==> config.mk <==
export PLATFORM = sky130hd
export DESIGN_NAME = act_scheduler_flat
export DESIGN_NICKNAME = d
export VERILOG_FILES = /design/src/rtl/act_pkg.sv /design/src/rtl/act_scheduler_if.sv /design/src/rtl/act_row_fifo.sv /design/src/rtl/act_scheduler.sv /design/src/flat_wrapper.sv
export SDC_FILE = /design/constraint.sdc
export NUM_CORES = 1
export LEC_CHECK = 0
export ABC_AREA = 1
export BUFFER_PORTS_ARGS = -buffer_cell sky130_fd_sc_hd__buf_4
export CAP_MARGIN = 20
export CORE_MARGIN = 2
export CORE_UTILIZATION = 49
export CTS_BUF_LIST = sky130_fd_sc_hd__clkbuf_4
export CTS_CLUSTER_SIZE = 24
export DETAILED_ROUTE_END_ITERATION = 7
export PLACE_DENSITY = 0.78
export SETUP_SLACK_MARGIN = 0.1
export SYNTH_ARGS = -nofsm -noshare
export SYNTH_HDL_FRONTEND = slang
export SYNTH_HIERARCHICAL = 1
export SYNTH_SLANG_ARGS = --single-unit
==> constraint.sdc <==
create_clock -name clk -period 8 [get_ports clk]
set_clock_uncertainty 0.15 [all_clocks]
set_input_delay 1.2 -clock clk [delete_from_list [all_inputs] [get_ports clk]]
set_output_delay 1.2 -clock clk [all_outputs]
set_load 0.005 [all_outputs]
==> src/rtl/act_pkg.sv <==
// Shared types for the activation scheduler: lane/row types, select code and FSM states.
package act_pkg;
  localparam int DATA_WIDTH = 12;
  localparam int SA_LENGTH  = 8;

  typedef logic [1:0] act_sel_t;
  typedef enum logic [1:0] {IDLE, RUN, DRAIN, DONE} act_state_t;

  typedef logic signed [DATA_WIDTH-1:0] lane_t;
  typedef lane_t [SA_LENGTH-1:0]        row_t;
endpackage

==> src/rtl/act_scheduler_if.sv <==
// Config, input-row, activation-unit and output-row signals of act_scheduler.
interface act_scheduler_if #(
  parameter int ROW_W = 9
);
  import act_pkg::*;

  logic             cfg_valid;
  logic             cfg_ready;
  act_sel_t         cfg_sel;
  logic [ROW_W-1:0] cfg_rows;
  logic             in_valid;
  logic             in_ready;
  row_t             in_data;
  row_t             act_in;
  act_sel_t         act_sel;
  row_t             act_out;
  logic             out_valid;
  logic             out_ready;
  row_t             out_data;
  logic             busy;
  logic             done;

  // Controller / environment side.
  modport master (
    output cfg_valid, cfg_sel, cfg_rows, in_valid, in_data, act_out, out_ready,
    input  cfg_ready, in_ready, act_in, act_sel, out_valid, out_data, busy, done
  );

  // Scheduler side.
  modport slave (
    input  cfg_valid, cfg_sel, cfg_rows, in_valid, in_data, act_out, out_ready,
    output cfg_ready, in_ready, act_in, act_sel, out_valid, out_data, busy, done
  );
endinterface

==> src/rtl/act_row_fifo.sv <==
// Synchronous row FIFO with registered read side (no push-to-pop bypass).
module act_row_fifo #(
  parameter int  DEPTH = 3,
  parameter type row_t = logic [7:0],
  localparam int CNT_W = $clog2(DEPTH + 1)
) (
  input  logic             clk,
  input  logic             rst,
  input  logic             push,
  input  logic             pop,
  input  row_t             wdata,
  output row_t             rdata,
  output logic             full,
  output logic             empty,
  output logic [CNT_W-1:0] count
);
  localparam int PTR_W = (DEPTH > 1) ? $clog2(DEPTH) : 1;

  row_t             mem [DEPTH];
  logic [PTR_W-1:0] wr_ptr;
  logic [PTR_W-1:0] rd_ptr;
  logic             do_push;
  logic             do_pop;

  function automatic logic [PTR_W-1:0] ptr_next(input logic [PTR_W-1:0] p);
    return (p == PTR_W'(DEPTH - 1)) ? '0 : p + PTR_W'(1);
  endfunction

  assign full    = (count == CNT_W'(DEPTH));
  assign empty   = (count == '0);
  assign do_push = push && !full;
  assign do_pop  = pop && !empty;
  assign rdata   = mem[rd_ptr];

  always_ff @(posedge clk) begin
    if (rst) begin
      wr_ptr <= '0;
      rd_ptr <= '0;
      count  <= '0;
    end else begin
      if (do_push) wr_ptr <= ptr_next(wr_ptr);
      if (do_pop)  rd_ptr <= ptr_next(rd_ptr);
      case ({do_push, do_pop})
        2'b10:   count <= count + CNT_W'(1);
        2'b01:   count <= count - CNT_W'(1);
        default: count <= count;
      endcase
    end
  end

  always_ff @(posedge clk) begin
    if (do_push) mem[wr_ptr] <= wdata;
  end
endmodule

==> src/rtl/act_scheduler.sv <==
// Per-layer sequencer feeding rows through a fixed-latency activation unit into a credit-guarded FIFO.
// Optional ACT_SCHEDULER_PERF_EN adds stall_cycles / row_cycles performance counters.
module act_scheduler
  import act_pkg::*;
#(
  parameter int ACT_LATENCY = 1,
  parameter int MAX_ROWS    = 256
) (
  input  logic           clk,
  input  logic           rst,
  act_scheduler_if.slave bus
`ifdef ACT_SCHEDULER_PERF_EN
  ,
  output logic [31:0]    stall_cycles,
  output logic [31:0]    row_cycles
`endif
);
  localparam int ROW_W     = $clog2(MAX_ROWS + 1);
  localparam int OUT_DEPTH = ACT_LATENCY + 2;
  localparam int CRED_W    = $clog2(OUT_DEPTH + 1);

  localparam logic [1:0]       ST_IDLE  = IDLE;
  localparam logic [1:0]       ST_RUN   = RUN;
  localparam logic [1:0]       ST_DRAIN = DRAIN;
  localparam logic [1:0]       ST_DONE  = DONE;
  localparam logic [ROW_W-1:0] ROW_ONE  = ROW_W'(1);

  logic [1:0]             state;
  act_sel_t               sel_r;
  logic [ROW_W-1:0]       rows_r;
  logic [ROW_W-1:0]       issued;
  logic [ROW_W-1:0]       retired;
  logic [CRED_W-1:0]      credits;
  logic [ACT_LATENCY-1:0] vld_pipe;
  logic [CRED_W-1:0]      fifo_count;
  logic                   cfg_acc;
  logic                   issue;
  logic                   push;
  logic                   pop;
  logic                   full;
  logic                   empty;
  row_t                   head;

  assign cfg_acc      = bus.cfg_valid && (state == ST_IDLE);
  assign bus.in_ready = (state == ST_RUN) && (issued < rows_r) && (credits != '0);
  assign issue        = bus.in_ready && bus.in_valid;
  assign push         = vld_pipe[ACT_LATENCY-1];
  assign pop          = bus.out_valid && bus.out_ready;

  assign bus.cfg_ready = (state == ST_IDLE);
  assign bus.busy      = (state != ST_IDLE);
  assign bus.done      = (state == ST_DONE);
  assign bus.act_sel   = sel_r;

  // Stage boundary: issue -> activation unit input (combinational, zero when idle)
  assign bus.act_in = issue ? bus.in_data : '0;

  always_ff @(posedge clk) begin
    if (rst) begin
      state   <= ST_IDLE;
      sel_r   <= '0;
      rows_r  <= '0;
      issued  <= '0;
      retired <= '0;
    end else begin
      if (cfg_acc) begin
        sel_r   <= bus.cfg_sel;
        rows_r  <= bus.cfg_rows;
        issued  <= '0;
        retired <= '0;
      end else begin
        if (issue) issued  <= issued + ROW_ONE;
        if (pop)   retired <= retired + ROW_ONE;
      end
      case (state)
        ST_IDLE:  if (bus.cfg_valid) state <= (bus.cfg_rows == '0) ? ST_DONE : ST_RUN;
        ST_RUN:   if (issue && (issued + ROW_ONE == rows_r)) state <= ST_DRAIN;
        ST_DRAIN: if (pop && (retired + ROW_ONE == rows_r)) state <= ST_DONE;
        default:  state <= ST_IDLE;
      endcase
    end
  end

  // Stage boundary: activation unit latency, tracked by the valid pipe
  always_ff @(posedge clk) begin
    if (rst) begin
      vld_pipe <= '0;
      credits  <= CRED_W'(OUT_DEPTH);
    end else begin
      vld_pipe <= (vld_pipe << 1) | ACT_LATENCY'(issue);
      case ({issue, pop})
        2'b10:   credits <= credits - CRED_W'(1);
        2'b01:   credits <= credits + CRED_W'(1);
        default: credits <= credits;
      endcase
    end
  end

  // Stage boundary: activation result -> output FIFO
  act_row_fifo #(
    .DEPTH (OUT_DEPTH),
    .row_t (row_t)
  ) u_fifo (
    .clk   (clk),
    .rst   (rst),
    .push  (push),
    .pop   (pop),
    .wdata (bus.act_out),
    .rdata (head),
    .full  (full),
    .empty (empty),
    .count (fifo_count)
  );

  assign bus.out_valid = !empty;
  assign bus.out_data  = empty ? '0 : head;

  // Credits cover every FIFO slot, so a push can never meet a full FIFO.
  no_overflow_a: assert property (@(posedge clk) disable iff (rst) !(push && full));
  credit_sum_a:  assert property (@(posedge clk) disable iff (rst)
                   ({1'b0, credits} + {1'b0, fifo_count}) <= (CRED_W + 1)'(OUT_DEPTH));

`ifdef ACT_SCHEDULER_PERF_EN
  function automatic logic [31:0] sat_inc(input logic [31:0] v);
    return (v == '1) ? v : v + 32'd1;
  endfunction

  always_ff @(posedge clk) begin
    if (rst || cfg_acc) begin
      stall_cycles <= '0;
      row_cycles   <= '0;
    end else begin
      if ((state == ST_RUN) && bus.in_valid && (credits == '0)) stall_cycles <= sat_inc(stall_cycles);
      if (state != ST_IDLE) row_cycles <= sat_inc(row_cycles);
    end
  end
`endif
endmodule

==> src/flat_wrapper.sv <==
// flat-port wrapper written by rule: the top's interface ports become plain ports
module act_scheduler_flat import act_pkg::*;
#(
  parameter int ACT_LATENCY = 1,
  parameter int MAX_ROWS    = 256
)
  (clk, rst, bus_cfg_valid, bus_cfg_sel, bus_cfg_rows, bus_in_valid, bus_in_data, bus_act_out, bus_out_ready, bus_cfg_ready, bus_in_ready, bus_act_in, bus_act_sel, bus_out_valid, bus_out_data, bus_busy, bus_done);
  act_scheduler_if #(.ROW_W(($clog2(MAX_ROWS + 1)))) bus_i ();
  input  logic clk;
  input  logic rst;
  input wire logic [$bits(bus_i.cfg_valid)-1:0] bus_cfg_valid;
  input wire logic [$bits(bus_i.cfg_sel)-1:0] bus_cfg_sel;
  input wire logic [$bits(bus_i.cfg_rows)-1:0] bus_cfg_rows;
  input wire logic [$bits(bus_i.in_valid)-1:0] bus_in_valid;
  input wire logic [$bits(bus_i.in_data)-1:0] bus_in_data;
  input wire logic [$bits(bus_i.act_out)-1:0] bus_act_out;
  input wire logic [$bits(bus_i.out_ready)-1:0] bus_out_ready;
  output wire logic [$bits(bus_i.cfg_ready)-1:0] bus_cfg_ready;
  output wire logic [$bits(bus_i.in_ready)-1:0] bus_in_ready;
  output wire logic [$bits(bus_i.act_in)-1:0] bus_act_in;
  output wire logic [$bits(bus_i.act_sel)-1:0] bus_act_sel;
  output wire logic [$bits(bus_i.out_valid)-1:0] bus_out_valid;
  output wire logic [$bits(bus_i.out_data)-1:0] bus_out_data;
  output wire logic [$bits(bus_i.busy)-1:0] bus_busy;
  output wire logic [$bits(bus_i.done)-1:0] bus_done;
  assign bus_i.cfg_valid = bus_cfg_valid;
  assign bus_i.cfg_sel = bus_cfg_sel;
  assign bus_i.cfg_rows = bus_cfg_rows;
  assign bus_i.in_valid = bus_in_valid;
  assign bus_i.in_data = bus_in_data;
  assign bus_i.act_out = bus_act_out;
  assign bus_i.out_ready = bus_out_ready;
  assign bus_cfg_ready = bus_i.cfg_ready;
  assign bus_in_ready = bus_i.in_ready;
  assign bus_act_in = bus_i.act_in;
  assign bus_act_sel = bus_i.act_sel;
  assign bus_out_valid = bus_i.out_valid;
  assign bus_out_data = bus_i.out_data;
  assign bus_busy = bus_i.busy;
  assign bus_done = bus_i.done;
  act_scheduler #(.ACT_LATENCY(ACT_LATENCY), .MAX_ROWS(MAX_ROWS)) u_core (.clk(clk), .rst(rst), .bus(bus_i));
endmodule
==> flow_summary.json, run 1 <==
{
  "cts_resized": 0,
  "grt_overflow": 0,
  "clock_path_buffers": 3,
  "post_drt_wl_per_cell_um": 16.3,
  "avgSynthCellArea_um2": 9.75,
  "hold_viol": 0,
  "cts_tree": "done",
  "final.setup.tns_ns": 0,
  "syn_area_mm2": 0.0148,
  "port_buffers": 406,
  "initial_core_util_pct": 50.0,
  "fillers": 2315,
  "min_period_ns": 5.06,
  "critPathLaunchType": "flop",
  "drc": 0,
  "worstPathArrival_ns": 3.71,
  "vdd_ir_drop_max_mv": 0.164,
  "status": "finished clean",
  "cap_violations": 0,
  "via_per_inst": 4.97,
  "syn_nets": 1748,
  "finalSetupViolations": 0,
  "h-tree-depth": 3,
  "multi_input_area_mm2": 0.00400,
  "p_per_area_mw_per_mm2": 223,
  "seq_area_mm2": 0.00950,
  "dr.first_iter.drc_count": 680,
  "dieHeight_um": 178,
  "ys_warn_count": 6,
  "synthCells": 1523,
  "syn2layout_area_growth_pct": 29.4,
  "period_share_pct": 63.3,
  "ctsRootBufferMaster": "clkbuf_4",
  "grt_pass1_vias": 11780,
  "dp_hpwl_um": 26000,
  "numCtsBuffers": 85,
  "ios": 407,
  "crit_required_ns": 6.65,
  "clk_pin_slew_worst_paths_ns": 0.07,
  "whs_path_depth": 2,
  "grt_pass1_wl_um": 58600,
  "rows": 63,
  "r2r_cells": 13,
  "clock.fmax_mhz": 198,
  "cts_setup_buffers": 0,
  "slew_violations": 0,
  "worstSetupPathType": "reg -> out",
  "gp_congestion": 0.872,
  "endpoint_kind": "output pin",
  "slew_headroom_pct": 26.2,
  "placed_area_mm2": 0.0181,
  "vias": 12044,
  "clk_latency_ns": 0.70,
  "dieArea_mm2": 0.0317,
  "stdcell_area_mm2": 0.0192,
  "ant_nets": 0,
  "coreArea_mm2": 0.0297,
  "grt_max_degree": 97,
  "final_layout_size_suffix_gt1_share_pct": 29.1,
  "rsz0062_at_grt": "no",
  "grt_usage_pct": 24.1,
  "ctsHoldBuffers": 0,
  "path_max_fanout": 96,
  "nNetsFinal": 2182,
  "r2r_slack_ns": 4.80,
  "worstMarginPinSlew_ns": 1.11,
  "die_w_um": 178,
  "hold_class": "reg -> reg",
  "p_leak_nw": 8.81,
  "drt_wl_total_um": 39600,
  "antenna_found_initial": 8,
  "dr.pass1.iters": 5,
  "clock_sinks": 330
}
-- path summary, 6_finish.rpt --
check,startpoint,end
hold / removal,u_core/u_fifo/wr_ptr[1]$_SDFFE_PP0P_,u_core/u_fifo/wr_ptr[1]$_SDFFE_PP0P_
setup reg to reg,u_core/rows_r[7]$_SDFFE_PP0P_,u_core/credits[1]$_SDFFE_PP1P_
hold reg to reg,u_core/u_fifo/wr_ptr[1]$_SDFFE_PP0P_,u_core/u_fifo/wr_ptr[1]$_SDFFE_PP0P_
setup / recovery,u_core/rows_r[7]$_SDFFE_PP0P_,bus_act_in[72]
-- critical path, stage by stage, from the launching register on --
cell and delay [ns]:
dfxtp_1 0.42, inv_1 0.11, ha_1 0.30, nand2_1 0.08, nor2_1 0.07, nand3b_1 0.12
nand4_1 0.15, nor3_2 0.64, inv_2 0.23, buf_4 0.44, nor2_1 0.23, buf_4 0.14
-- through the flow --
step                      power [mW]  setup slack [ns]  cells  hold WS, ns  utilization [%]
final                           4.28              2.94   2421        0.316             64.6
after global routing            4.50              2.61   2421        0.334             64.6
after CTS                       4.32              2.95   2413        0.316             64.6
after detailed placement        2.88              3.60   2260        0.305             60.9
after global placement          2.85              3.71   2260        0.303             60.9
after floorplan                 2.49             0.158   1523        0.289                -
-- per-layer routing --
layer	GRT usage [%]	share of wire, %	vias up
met3	7.27	9.1	102
met5	0	0	-
met4	14.8	5.0	0
li1	-	-	5876
met1	25.5	36	5586
met2	42.1	50	480
-- cells in the final DEF, fill, tap and decap left out, drive strengths merged --
| master | count |
|---|---|
| buf | 417 |
| nor2 | 345 |
| edfxtp | 288 |
| inv | 256 |
| a21oi | 223 |
| nand2 | 186 |
| clkbuf | 127 |
| dfxtp | 42 |
| o21ai | 36 |
| nand3 | 34 |
| clkinv | 24 |
| ha | 17 |
| nand4 | 9 |
| diode | 8 |
| nor3 | 3 |
| xnor3 | 2 |
| nor4 | 2 |
| xor2 | 2 |
| o211ai | 2 |
| o21bai | 2 |
| bufinv | 1 |
| a21o | 1 |
| nand3b | 1 |
| a31oi | 1 |
| or2 | 1 |
| a211oi | 1 |
-- power breakdown --
| group | switching (mW) | internal (mW) |
|---|---|---|
| logic | 0.456 | 0.371 |
| registers | 0.0515 | 1.97 |
| clock network | 0.667 | 0.762 |
| total | 1.18 | 3.10 |
-- layout make-up --
type	count	share of cell area, %
antenna	8	0.104
clock buffer	127	4.96
tap	390	2.54
timing repair buffer	417	16.3
clock inverter	26	0.762
sequential	330	49.4
multi-input combinational	868	20.8
inverter	255	5.03
-- registers in the layout (all words and copies together) (netlist names), named ones only --
signal	count
u_core/push	1
u_core/bus.act_sel	2
u_core/u_fifo/wr_ptr	2
u_core/state	2
u_core/u_fifo/count	2
u_core/retired	9
u_core/u_fifo/mem	288
u_core/issued	9
u_core/credits	2
u_core/rows_r	9
u_core/u_fifo/rd_ptr	2
No activity file was read; power rests on OpenSTA's default activity.
==> run 2: changes to the inputs <==
--- a/config.mk
+++ b/config.mk
@@ -9,11 +9,11 @@
 export BUFFER_PORTS_ARGS = -buffer_cell sky130_fd_sc_hd__buf_4
 export CAP_MARGIN = 20
 export CORE_MARGIN = 2
-export CORE_UTILIZATION = 49
+export CORE_UTILIZATION = 50
 export CTS_BUF_LIST = sky130_fd_sc_hd__clkbuf_4
 export CTS_CLUSTER_SIZE = 24
 export DETAILED_ROUTE_END_ITERATION = 7
-export PLACE_DENSITY = 0.78
+export PLACE_DENSITY = 0.77
 export SETUP_SLACK_MARGIN = 0.1
 export SYNTH_ARGS = -nofsm -noshare
 export SYNTH_HDL_FRONTEND = slang
==> constraint.sdc (replaced) <==
create_clock -name clk -period 4.9 [get_ports clk]
set_clock_uncertainty 0.15 [all_clocks]
set_input_delay 0.735 -clock clk [delete_from_list [all_inputs] [get_ports clk]]
set_output_delay 0.735 -clock clk [all_outputs]
set_load 0.005 [all_outputs]
==> flow_summary.json, run 2 (synthesis results as in run 1) <==
{
  "cts_setup_buffers": 0,
  "dieHeight_um": 176,
  "swShare_pct": 27.5,
  "grt_usage_pct": 25.9,
  "cap_violations": 0,
  "fin_ws_ns": 1.02,
  "cts_resized": 0,
  "path_max_fanout": 91,
  "die_w_um": 176,
  "fillers": 2350,
  "final.setup.tns_ns": 0,
  "antenna_found_initial": 8,
  "placed_area_mm2": 0.0181,
  "regMostFlops": "u_core/u_fifo/mem",
  "worstSetupPathType": "reg -> out",
  "port_buffers": 406,
  "pwr-share-comb_pct": 19.6,
  "r2r_slack_ns": 2.23,
  "worstMarginPinSlew_ns": 1.07,
  "largest_register_ffs": 288,
  "p_per_area_mw_per_mm2": 363,
  "final_common_cell": "buf_4",
  "rsz0062_at_grt": "no",
  "crit_required_ns": 4.01,
  "cts_tree": "done",
  "ios": 407,
  "endpoint_kind": "output pin",
  "drt_wl_total_um": 41500,
  "vias": 12216,
  "grt_overflow": 0,
  "coreArea_mm2": 0.0294,
  "clock_path_buffers": 3,
  "clock_sinks": 330,
  "multi_input_area_mm2": 0.00401,
  "numCtsBuffers": 82,
  "worstPathArrival_ns": 2.99,
  "ctsRootBufferMaster": "clkbuf_4",
  "power_frac_seq_pct": 46.9,
  "min_period_ns": 3.88,
  "critPathLaunchType": "flop",
  "pre_cts_ws_ns": 1.75,
  "clk_pin_slew_worst_paths_ns": 0.07,
  "dieArea_mm2": 0.0311,
  "status": "finished clean",
  "whs_ns": 0.0595,
  "clk_latency_ns": 0.70,
  "clock.fmax_mhz": 258,
  "h-tree-depth": 3,
  "via_per_inst": 5.03,
  "internal-power_mw": 5.10,
  "hold_class": "in -> reg",
  "p_sw_mw": 1.93,
  "ant_nets": 0,
  "cp_cell_sequence": "inv_1 -> ha_1 -> nand2_1 -> nor2_1 -> nand3b_1 -> nand4_1 -> nor3_2 -> inv_2 -> buf_12 -> nor2_1 -> buf_4",
  "layout_common_cells": "buf_4, nor2_1, edfxtp_1, inv_1, a21oi_1",
  "stdcell_area_mm2": 0.0194,
  "syn2layout_area_growth_pct": 30.5,
  "final_layout_size_suffix_gt1_share_pct": 29.3,
  "dr.pass1.iters": 5,
  "vdd_ir_drop_max_mv": 0.234,
  "hold_viol": 0,
  "gp_congestion": 0.865,
  "p_leak_nw": 8.88,
  "path_delay_family": "buffers and inverters",
  "slew_headroom_pct": 28.5,
  "slew_violations": 0,
  "clkPwrFrac_pct": 33.5,
  "grt_pass1_wl_um": 62000,
  "path_buf_inv": 4,
  "post_drt_wl_per_cell_um": 17.1,
  "final_util_pct": 65.9,
  "drc": 0,
  "dr.first_iter.drc_count": 803,
  "nNetsFinal": 2192,
  "grt_max_degree": 97,
  "initial_core_util_pct": 50.5,
  "critPathSlowestCell": "dfxtp_1",
  "max_stage_delay_ns": 0.41,
  "dp_hpwl_um": 27500,
  "rows": 63,
  "finalSetupViolations": 0,
  "period_share_pct": 79.1,
  "path_common_cell": "nor2_1",
  "grt_pass1_vias": 12049,
  "seq_area_mm2": 0.00950
}
[run 2: final timing paths]
check	startpoint	end	depth (start not counted)
hold reg to reg	u_core/credits[1]$_SDFFE_PP1P_	u_core/credits[1]$_SDFFE_PP1P_	1
setup / recovery	u_core/rows_r[7]$_SDFFE_PP0P_	bus_act_in[64]	11
hold / removal	bus_act_out[15]	u_core/u_fifo/mem[0][15]$_DFFE_PP_	1
setup reg to reg	u_core/rows_r[7]$_SDFFE_PP0P_	u_core/credits[1]$_SDFFE_PP1P_	13
[run 2: worst reg2reg max path, delay by kind of cell (launching register included)]
family          cells  cell delay [ns]
simple gates        5             0.50
flops               1             0.41
buf+inv             2             0.42
compound gates      4             0.43
fa+ha+maj           2             0.63
[run 2: power by group through the flow]
stage | registers, mW | logic (mW) | clock network (mW)
3_5_place_dp | 3.36 | 1.37 | 0
4_1_cts | 3.30 | 1.37 | 2.43
5_1_grt | 3.31 | 1.52 | 2.57
6_report | 3.30 | 1.38 | 2.36
2_1_floorplan | 3.34 | 0.720 | 0
3_3_place_gp | 3.35 | 1.34 | 0
[run 2: cell type report]
type / count / area share [%]
timing repair buffer: 430 / 17.0
inverter: 255 / 4.98
antenna: 7 / 0.0904
multi-input combinational: 868 / 20.7
tap: 390 / 2.52
clock buffer: 130 / 5.04
clock inverter: 19 / 0.646
sequential: 330 / 49.0
[run 2: timing repair]
action	in CTS	in global routing
hold buffers	3	7
setup endpoints to repair	0	0
hold endpoints to repair	4	16
[run 2: metal layers]
layer / GRT usage [%] / part of all wire [%]
met3: 7.58 / 8.5
met2: 45.4 / 51
met5: 0 / 0
met1: 28.9 / 37
met4: 12.3 / 3.9
[run 2: metrics by stage]
stage	cells	power, mW
2_1_floorplan	1523	4.06
3_3_place_gp	2262	4.69
3_5_place_dp	2262	4.72
4_1_cts	2414	7.09
5_1_grt	2429	7.40
6_report	2429	7.03
==> run 3: changes to the inputs <==
--- a/config.mk
+++ b/config.mk
@@ -5,7 +5,7 @@
 export SDC_FILE = /design/constraint.sdc
 export NUM_CORES = 1
 export LEC_CHECK = 0
-export ABC_AREA = 1
+export ABC_AREA = 0
 export BUFFER_PORTS_ARGS = -buffer_cell sky130_fd_sc_hd__buf_4
 export CAP_MARGIN = 20
 export CORE_MARGIN = 2
==> constraint.sdc (replaced) <==
create_clock -name clk -period 3.9 [get_ports clk]
set_clock_uncertainty 0.15 [all_clocks]
set_input_delay 0.585 -clock clk [delete_from_list [all_inputs] [get_ports clk]]
set_output_delay 0.585 -clock clk [all_outputs]
set_load 0.005 [all_outputs]
==> flow_summary.json, run 3 <==
{
  "status": "finished clean",
  "fillers": 1955,
  "hold_class": "in -> reg",
  "coreArea_mm2": 0.0285,
  "worstSetupPathType": "reg -> out",
  "regMostFlops": "u_core/u_fifo/mem",
  "dp_hpwl_um": 28400,
  "clock.fmax_mhz": 270,
  "gp_congestion": 0.936,
  "dr.pass1.iters": 5,
  "hold_start": "bus_cfg_rows[6]",
  "placed_area_mm2": 0.0179,
  "syn_area_mm2": 0.0144,
  "initial_core_util_pct": 50.6,
  "numCtsBuffers": 80,
  "layout_common_cells": "buf_4, edfxtp_1, nand2_1, o21ai_0, clkbuf_4",
  "internal-power_mw": 6.25,
  "path_max_fanout": 34,
  "final_util_pct": 70.2,
  "grt_overflow": 0,
  "slew_violations": 0,
  "syn2layout_area_growth_pct": 38.7,
  "via_per_inst": 5.16,
  "h-tree-depth": 3,
  "cts_tree": "done",
  "ctsRootBufferMaster": "clkbuf_4",
  "clkPwrFrac_pct": 32.2,
  "clock_path_buffers": 3,
  "port_buffers": 406,
  "grt_use_met3_pct": 7.02,
  "finalSetupViolations": 0,
  "pwr-share-comb_pct": 19.7,
  "grt_pass1_wl_um": 64400,
  "grt_max_degree": 97,
  "final.setup.tns_ns": 0,
  "rows": 62,
  "drc": 0,
  "synthCells": 1136,
  "final_layout_size_suffix_gt1_share_pct": 32.5,
  "ios": 407,
  "r2r_start": "u_core/issued[3]$_SDFFE_PP0N_",
  "multi_input_area_mm2": 0.00462,
  "worstPathArrival_ns": 2.97,
  "grt_pass1_vias": 11262,
  "ant_nets": 0,
  "met1_usage_pct": 32.5,
  "endpoint_kind": "output pin",
  "largest_register_ffs": 288,
  "grt_usage_pct": 28.2,
  "period_share_pct": 95.0,
  "clock_sinks": 330,
  "slew_headroom_pct": 42.6,
  "vdd_ir_drop_max_mv": 0.316,
  "worstMarginPinSlew_ns": 0.860,
  "grt_util_met2_pct": 49.7,
  "p_per_area_mw_per_mm2": 423,
  "cap_violations": 0,
  "hold_viol": 0,
  "crit_start": "u_core/issued[3]$_SDFFE_PP0N_",
  "swShare_pct": 26.4,
  "antenna_found_initial": 8,
  "post_drt_wl_per_cell_um": 20.4,
  "critPathLaunchType": "flop",
  "clk_pin_slew_worst_paths_ns": 0.07,
  "ys_warn_count": 6,
  "clk_latency_ns": 0.69,
  "dieHeight_um": 174,
  "final_common_cell": "buf_4",
  "die_w_um": 174,
  "nNetsFinal": 1907,
  "p_sw_mw": 2.24,
  "vias": 10985,
  "crit_required_ns": 3.16,
  "seq_area_mm2": 0.00951,
  "dieArea_mm2": 0.0303,
  "stdcell_area_mm2": 0.0200,
  "p_leak_nw": 7.51,
  "rsz0062_at_grt": "no",
  "min_period_ns": 3.70,
  "busiest_layer": "met2",
  "power_frac_seq_pct": 48.1,
  "avgSynthCellArea_um2": 12.7,
  "drt_wl_total_um": 43500,
  "syn_nets": 1361,
  "dr.first_iter.drc_count": 727
}
## run 3: worst paths after layout
kind / to / slack (ns) / cells past startpoint
max: bus_act_in[0] / 0.20 / 7
min: u_core/rows_r[6]$_SDFFE_PP0P_ / 0.05 / 3
max reg2reg: u_core/credits[1]$_SDFFE_PP1P_ / 0.69 / 10
min reg2reg: u_core/bus.act_sel[0]$_SDFFE_PP0P_ / 0.31 / 2
## run 3: final cells by class
type	instances	share of cell area, %
flip-flops and latches	330	47.5
multi-input cells	723	23.1
repair buffers	528	21.7
clock buffers	110	4.12
well taps	384	2.40
clock inverters	27	0.737
inverters	19	0.369
diodes	8	0.100
## run 3: timing repair
action,4_1_cts,5_1_grt
pin swaps,1,0
endpoints found under the hold margin,296,0
cloned,0,1
hold buffers,104,0
setup buffers,1,2
endpoints found under the setup margin,95,72
gates resized for setup,4,11
## run 3: critical path, cell delays in order, from the launching register on
cell and delay (ns):
dfxtp_1 0.54, ha_1 0.32, a21o_1 0.19, a2111oi_4 0.36, o21a_2 0.26, buf_12 0.20, and2_1 0.25, buf_4 0.15
## run 3: power groups by stage
stage | clock, mW | combinational [mW] | sequential (mW)
finish | 2.73 | 1.67 | 4.08
global placement | 0 | 1.47 | 4.14
floorplan | 0 | 0.708 | 4.13
detailed placement | 0 | 1.49 | 4.15
CTS | 2.79 | 1.60 | 4.07
global route | 2.99 | 1.79 | 4.09
## run 3: routing by layer
layer,up-vias,routed length [um]
li1,5165,-
met1,5310,16400
met2,438,22700
met3,72,2950
met4,0,1400
met5,-,0
## run 3: through the flow
| stage | worst slack [ns] | hold WS (ns) | power (mW) | instances |
|---|---|---|---|---|
| 4_1_cts | 0.108 | 0.0199 | 8.47 | 2118 |
| 6_report | 0.195 | 0.0544 | 8.48 | 2129 |
| 3_3_place_gp | 0.779 | 0.296 | 5.61 | 1876 |
| 5_1_grt | 0.0799 | 0.00887 | 8.87 | 2128 |
| 2_1_floorplan | 0.212 | 0.296 | 4.84 | 1136 |
| 3_5_place_dp | 0.688 | 0.301 | 5.64 | 1876 |
